[src/rtl/sample_capture.sv]
// sample_capture: acquisition front end for the spectrum analyzer.
// A one-cycle start pulse captures NUM_SAMPLES conversions from a serial ADC
// (16-bit SPI frames, MSB first) and writes the low SAMPLE_W bits of each
// frame into the FFT input buffer at consecutive addresses. done pulses
// once at the end of the frame.
//
// Build option: define SAMPLE_SIGNED_EN to write samples with their MSB
// inverted (offset binary -> two's complement centred on mid-scale).
// Without it the raw unsigned ADC code is written.
//
// state   | meaning
// --------+-----------------------------------------------------------
// IDLE    | waiting for start; sample index and bit counter cleared
// CONVERT | adc_cs_n low, 16 SCLK periods, serial data shifted in
// WRITE   | one-cycle buffer write of the captured sample
// GAP     | adc_cs_n high for GAP_CYCLES between conversions
// DONE    | one-cycle done pulse, busy low, then back to IDLE

module sample_capture #(
  parameter int NUM_SAMPLES = 256,
  parameter int ADDR_W      = 8,
  parameter int SAMPLE_W    = 12,
  parameter int SCLK_DIV    = 4,
  parameter int GAP_CYCLES  = 4
) (
  input  logic                Clk,
  input  logic                reset,
  input  logic                start,
  output logic                busy,
  output logic                done,
  output logic                adc_cs_n,
  output logic                adc_sclk,
  input  logic                adc_sdata,
  output logic                wr_en,
  output logic [ADDR_W-1:0]   wr_addr,
  output logic [SAMPLE_W-1:0] wr_data
);

  localparam int FRAME_BITS = 16;
  localparam int HALF_W     = 5;
  localparam logic [HALF_W-1:0] HALF_LAST = HALF_W'(2 * FRAME_BITS - 1);
  localparam int CNT_MAX    = (SCLK_DIV > GAP_CYCLES) ? SCLK_DIV : GAP_CYCLES;
  localparam int CNT_W      = $clog2(CNT_MAX + 1);
  localparam logic [CNT_W-1:0]  DIV_LOAD  = CNT_W'(SCLK_DIV - 1);
  localparam logic [CNT_W-1:0]  GAP_LOAD  = CNT_W'(GAP_CYCLES - 1);
  localparam logic [ADDR_W-1:0] IDX_LAST  = ADDR_W'(NUM_SAMPLES - 1);

  typedef enum logic [2:0] {
    S_IDLE,
    S_CONVERT,
    S_WRITE,
    S_GAP,
    S_DONE
  } state_t;

  state_t state, state_nxt;

  // Shared down-counter: SCLK half-period timer in CONVERT, gap timer in GAP.
  logic [CNT_W-1:0]      tmr_cnt;
  logic [HALF_W-1:0]     half_cnt;
  logic [ADDR_W-1:0]     idx;
  logic [FRAME_BITS-1:0] shift;
  logic                  sdata_s1;
  logic                  sdata_s2;

  logic tmr_tc;
  logic half_last;
  logic idx_last;
  logic sclk_rise;

  logic                busy_nxt;
  logic                done_nxt;
  logic                cs_n_nxt;
  logic                sclk_nxt;
  logic                wr_en_nxt;
  logic [SAMPLE_W-1:0] sample_fmt;

  // The top frame bits carry leading zeros from the ADC and are dropped.
  logic unused_frame_bits;
  assign unused_frame_bits = ^shift[FRAME_BITS-1:SAMPLE_W];

  assign tmr_tc    = (tmr_cnt == '0);
  assign half_last = (half_cnt == HALF_LAST);
  assign idx_last  = (idx == IDX_LAST);
  // Even half-periods are SCLK low; leaving one drives SCLK high.
  assign sclk_rise = (state == S_CONVERT) && tmr_tc && !half_cnt[0];

`ifdef SAMPLE_SIGNED_EN
  assign sample_fmt = {~shift[SAMPLE_W-1], shift[SAMPLE_W-2:0]};
`else
  assign sample_fmt = shift[SAMPLE_W-1:0];
`endif

  // State register.
  always_ff @(posedge Clk or negedge reset) begin
    if (!reset) begin
      state <= S_IDLE;
    end else begin
      state <= state_nxt;
    end
  end

  // Next-state logic.
  always_comb begin
    state_nxt = state;
    case (state)
      S_IDLE: begin
        if (start) state_nxt = S_CONVERT;
      end
      S_CONVERT: begin
        if (tmr_tc && half_last) state_nxt = S_WRITE;
      end
      S_WRITE: begin
        state_nxt = idx_last ? S_DONE : S_GAP;
      end
      S_GAP: begin
        if (tmr_tc) state_nxt = S_CONVERT;
      end
      S_DONE: begin
        state_nxt = S_IDLE;
      end
      default: begin
        state_nxt = S_IDLE;
      end
    endcase
  end

  // Next values of the registered outputs, decoded from the next state so
  // every output changes on the same edge as the state it belongs to.
  always_comb begin
    busy_nxt  = 1'b0;
    done_nxt  = 1'b0;
    cs_n_nxt  = 1'b1;
    sclk_nxt  = 1'b1;
    wr_en_nxt = 1'b0;
    case (state_nxt)
      S_CONVERT: begin
        busy_nxt = 1'b1;
        cs_n_nxt = 1'b0;
        if (state != S_CONVERT) begin
          sclk_nxt = 1'b0;
        end else if (tmr_tc) begin
          sclk_nxt = ~half_cnt[0];
        end else begin
          sclk_nxt = half_cnt[0];
        end
      end
      S_WRITE: begin
        busy_nxt  = 1'b1;
        cs_n_nxt  = 1'b0;
        wr_en_nxt = 1'b1;
      end
      S_GAP: begin
        busy_nxt = 1'b1;
      end
      S_DONE: begin
        done_nxt = 1'b1;
      end
      default: begin
        busy_nxt = 1'b0;
      end
    endcase
  end

  // Two-flop synchronizer for the ADC serial data.
  always_ff @(posedge Clk or negedge reset) begin
    if (!reset) begin
      sdata_s1 <= 1'b0;
      sdata_s2 <= 1'b0;
    end else begin
      sdata_s1 <= adc_sdata;
      sdata_s2 <= sdata_s1;
    end
  end

  // Timer, half-period counter, sample index and shift register.
  always_ff @(posedge Clk or negedge reset) begin
    if (!reset) begin
      tmr_cnt  <= '0;
      half_cnt <= '0;
      idx      <= '0;
      shift    <= '0;
    end else begin
      case (state)
        S_IDLE: begin
          tmr_cnt  <= DIV_LOAD;
          half_cnt <= '0;
          idx      <= '0;
        end
        S_CONVERT: begin
          if (tmr_tc) begin
            tmr_cnt  <= DIV_LOAD;
            half_cnt <= half_cnt + HALF_W'(1);
          end else begin
            tmr_cnt <= tmr_cnt - CNT_W'(1);
          end
          // Synchronizer latency is absorbed here: the bit taken is the one
          // present on adc_sdata two Clk cycles before the SCLK rising edge.
          if (sclk_rise) begin
            shift <= {shift[FRAME_BITS-2:0], sdata_s2};
          end
        end
        S_WRITE: begin
          tmr_cnt <= GAP_LOAD;
          if (!idx_last) idx <= idx + ADDR_W'(1);
        end
        S_GAP: begin
          if (tmr_tc) begin
            tmr_cnt  <= DIV_LOAD;
            half_cnt <= '0;
          end else begin
            tmr_cnt <= tmr_cnt - CNT_W'(1);
          end
        end
        default: begin
          half_cnt <= '0;
        end
      endcase
    end
  end

  // Output registers; write address/data hold between writes.
  always_ff @(posedge Clk or negedge reset) begin
    if (!reset) begin
      busy     <= 1'b0;
      done     <= 1'b0;
      adc_cs_n <= 1'b1;
      adc_sclk <= 1'b1;
      wr_en    <= 1'b0;
      wr_addr  <= '0;
      wr_data  <= '0;
    end else begin
      busy     <= busy_nxt;
      done     <= done_nxt;
      adc_cs_n <= cs_n_nxt;
      adc_sclk <= sclk_nxt;
      wr_en    <= wr_en_nxt;
      if (state_nxt == S_WRITE) begin
        wr_addr <= idx;
        wr_data <= sample_fmt;
      end
    end
  end

endmodule

[config.mk]
export PLATFORM = sky130hd
export DESIGN_NAME = sample_capture
export DESIGN_NICKNAME = d
export VERILOG_FILES = /design/src/rtl/sample_capture.sv
export SDC_FILE = /design/constraint.sdc
export NUM_CORES = 1
export LEC_CHECK = 0
export CORE_ASPECT_RATIO = 1.25
export CORE_MARGIN = 1
export CORE_UTILIZATION = 50
export CTS_BUF_LIST = sky130_fd_sc_hd__clkbuf_16
export DETAILED_ROUTE_END_ITERATION = 10
export GPL_ROUTABILITY_DRIVEN = 0
export PLACE_DENSITY = 0.72
export RECOVER_POWER = 25
export SYNTH_ARGS = -nofsm -noshare
export SYNTH_HDL_FRONTEND = slang
export SYNTH_SLANG_ARGS = --single-unit
[constraint.sdc]
create_clock -name Clk -period 1.91 [get_ports Clk]
set_clock_uncertainty 0.2 [all_clocks]
set_input_delay 0.4775 -clock Clk [delete_from_list [all_inputs] [get_ports Clk]]
set_output_delay 0.4775 -clock Clk [all_outputs]
set_load 0.02 [all_outputs]
==> results of run 1 <==
[per-stage QoR]
stage / utilization, % / setup WS (ns)
final: 69.0 / 0.0601
after global routing: 69.0 / 0.00988
after CTS: 69.1 / -0.0167
after detailed placement: 62.1 / -0.0124
after global placement: 62.1 / 0.0388
after floorplan: - / 0.00908
[area by class of cell]
cell class                      instances  area [um2]  area share (%)
Clock buffer                            9         225            6.38
Clock inverter                          7        92.6            2.62
Inverter                                4        15.0           0.426
Multi-Input combinational cell        137        1180            33.6
Sequential cell                        58        1460            41.2
Tap cell                               62        77.6            2.20
Timing Repair Buffer                   53         478            13.5
[where the power goes]
group | internal [mW] | switching (mW)
clock | 1.14 | 0.547
sequential | 1.46 | 0.205
combinational | 0.603 | 0.567
total | 3.20 | 1.32
[placed cells by master, fill, tap and decap left out, types with 2 or more instances in the layout]
| cell | Yosys | routed |
|---|---|---|
| a21boi_0 | 2 | 2 |
| a21oi_1 | 13 | 13 |
| a22o_1 | 2 | 2 |
| a2bb2oi_1 | 2 | 2 |
| a311oi_1 | 3 | 3 |
| and2_1 | 2 | 2 |
| and3_1 | 5 | 4 |
| buf_4 | 1 | 19 |
| buf_6 | 4 | 2 |
| bufinv_16 | 0 | 2 |
| clkbuf_16 | 0 | 9 |
| clkinvlp_4 | 0 | 2 |
| dfrtp_1 | 56 | 55 |
| dfstp_2 | 2 | 2 |
| dlygate4sd2_1 | 0 | 24 |
| dlygate4sd3_1 | 0 | 2 |
| ha_1 | 5 | 2 |
| ha_4 | 0 | 2 |
| inv_1 | 4 | 4 |
| mux2_2 | 3 | 3 |
| mux2_4 | 29 | 29 |
| nand2_1 | 16 | 16 |
| nand3_1 | 5 | 5 |
| nor2_1 | 6 | 6 |
| nor2b_1 | 3 | 3 |
| nor4_1 | 3 | 3 |
| nor4b_1 | 2 | 2 |
| o21ai_0 | 11 | 11 |
[what timing repair did]
item / in CTS / in global routing
pin swaps: 0 / 2
hold buffers: 1 / 0
endpoints found under the hold margin: 56 / 0
setup endpoints to repair: 38 / 21
gates resized for setup: 28 / 7
gates cloned: 1 / 0
setup buffers: 2 / 2
[per-layer routing]
metal | GRT usage, % | vias up
met5 | 0 | -
met4 | 9.28 | 0
met3 | 5.33 | 4
met2 | 31.9 | 40
met1 | 26.2 | 884
li1 | - | 866
[synthesized netlist by cell type, types with 2 or more instances]
cell and count:
mux2_4 29, a22o_1 2, nand4_2 2, buf_2 4, a21oi_1 13, nand2_1 16, nor4b_1 2, ha_1 5
nand3_1 5, a2bb2oi_1 2, dfstp_2 2, mux2_2 3, nor2b_1 3, and2_1 2, nor4_1 3, and3_1 5
clkbuf_1 3, o21ai_0 11, nor2_1 6, a21boi_0 2, buf_6 4, inv_1 4, dfrtp_1 56, a311oi_1 3
[sequential cells by signal, indices dropped and copies added, names as in the netlist]
| register | cells |
|---|---|
| adc_cs_n | 1 |
| state | 3 |
| done | 1 |
| wr_data | 12 |
| busy | 1 |
| sdata_s1 | 1 |
| shift | 12 |
| wr_addr | 8 |
| sdata_s2 | 1 |
| adc_sclk | 1 |
| wr_en | 1 |
| tmr_cnt | 3 |
| half_cnt | 5 |
| idx | 8 |
[logic make-up after synthesis]
family,Yosys count,synth area share [%]
compound gates,43,10.2
fa+ha+maj,5,2.32
buf+inv,16,3.67
flops,58,53.9
mux,33,17.8
simple gates,56,12.2
[worst max-delay path by stage]
stage	startpoint	endpoint	slack (ns)	cells after the start
2_1_floorplan	half_cnt[0]$_DFFE_PN0P_	wr_data[10]$_DFFE_PN0N_	0.009	6
3_3_place_gp	half_cnt[0]$_DFFE_PN0P_	wr_data[3]$_DFFE_PN0N_	0.04	6
3_5_place_dp	half_cnt[0]$_DFFE_PN0P_	wr_addr[3]$_DFFE_PN0N_	-0.01	6
4_1_cts	half_cnt[0]$_DFFE_PN0P_	wr_addr[7]$_DFFE_PN0N_	-0.02	6
5_1_grt	half_cnt[1]$_DFFE_PN0P_	wr_data[0]$_DFFE_PN0N_	0.01	6
6_report	half_cnt[0]$_DFFE_PN0P_	wr_addr[3]$_DFFE_PN0N_	0.06	6
==> reports/metrics.cfg, run 1 <==
[setup_path]
critical_path_required_ns=1.91
timing.rr.end=wr_addr[3]$_DFFE_PN0N_
cp_slowest_cell=dfrtp_2
worstSetupStartpointType=register
cp_max_fo=8
r2r_start=half_cnt[0]$_DFFE_PN0P_
reg2reg_slack_ns=0.06
cp_top_family=flip-flops
critPathKind=reg -> reg
crit_path_end_kind=register
rr_worst_depth=6
cpPeakStageDelay_ns=0.40
crit_arrival_ns=1.85
crit_chain=ha_2, and3_4, ha_4, nand4_4, buf_6, mux2_4
cp.buffers_inverters=1

[layout]
fin_area_mm2=0.00353
antenna_cells=0
nets=272
fillers=351
syn_to_final_growth_pct=30.9
drive_gt1_share_pct=32.5
layout.cells.non_filler=330

[global_routing]
grt_max_degree=59
grt_remaining_overflow=0
grt_pass1_wl_um=8410
grt_pass1_vias=1759
antenna_found_initial=0
groute.usage.overall_pct=20.5

[detailed_routing]
dr_wl_met2_um=2680
vias=1794
vias_per_cell=5.44
met3_wirelength_um=203
drt-met1-wl_um=2320
post_drt_wl_per_cell_um=15.9
first_pass_iters=4
ant_nets=0
top_layer=met4
first_iter_violations=106
drcViolationCount=0
routed_wl_um=5250

[yosys]
syn_nets=220
synthTopCellsByArea=dfrtp_1, mux2_4, a21oi_1, ha_1, nand2_1
synth_cell_type_count=48
syn_avg_cell_area_um2=12.8
async_flop_share_pct=100
synth_cells=211
yosys.area.top_type_share_pct=52.0
syn-cell-area_mm2=0.00270
synth-main-ff-cell=dfrtp_1
synth-edff-count=0
synth-seq-cells=58
ys_warn_count=0
synth.largest_area_cell=dfrtp_1
seq_area_frac_synth_pct=53.9

[place]
place_inst=310
hpwl_um=3390
port_buffers=28
place_area_mm2=0.00318

[floorplan]
die_h_um=84.1
rows=29
die_area_mm2=0.00569
start_util_pct=52.7
core_area_mm2=0.00512
io_pins=29
die_w_um=67.7

[sta]
whs_ns=0.156
rsz0062_at_grt=false
slew_headroom_pct=49.8
period_needed_ns=1.85
clock.fmax_mhz=541
min_period_over_period_pct=96.9
worst_slew_pin_slew_ns=0.753
hold_viol=0
setup_viol=0
timing.setup.tns_ns=0
maxSlewViolCount=0

[clock_network]
clock_latency_ns=0.32
cts_buffers=9
path_clk_slew_ns=0.05
clock_sinks=58
cts_tree=done
ctsRootBufferMaster=clkbuf_16
clock_path_buffers=2
htree_num_levels=3

[power]
leakage_nw=1.86
power_density_mw_per_mm2=1280
p_total_mw=4.52
max-vdd-ir-drop_mv=0.790

[hold_path]
hold_depth=0
min_from=sdata_s1$_DFF_PN0_
min-delay-path-class=reg -> reg
whs_endpoint=sdata_s2$_DFF_PN0_

[status]
outcome=completed

[run]
maxCapViolCount=0

Power figures use the tool's default switching activity.
==> run 2, diff against run 1 <==
Settings changed: SLEW_MARGIN set to 25.
==> results of run 2 <==
No change in the layout: final DEF, timing and power equal those of run 1.
==> run 3, diff against run 2 <==
Settings changed: SKIP_LAST_GASP set to 1.
==> results of run 3 <==
No change in the layout: final DEF, timing and power equal those of run 1.
Main changes from that run: number of gates resized after CTS 28 -> 27
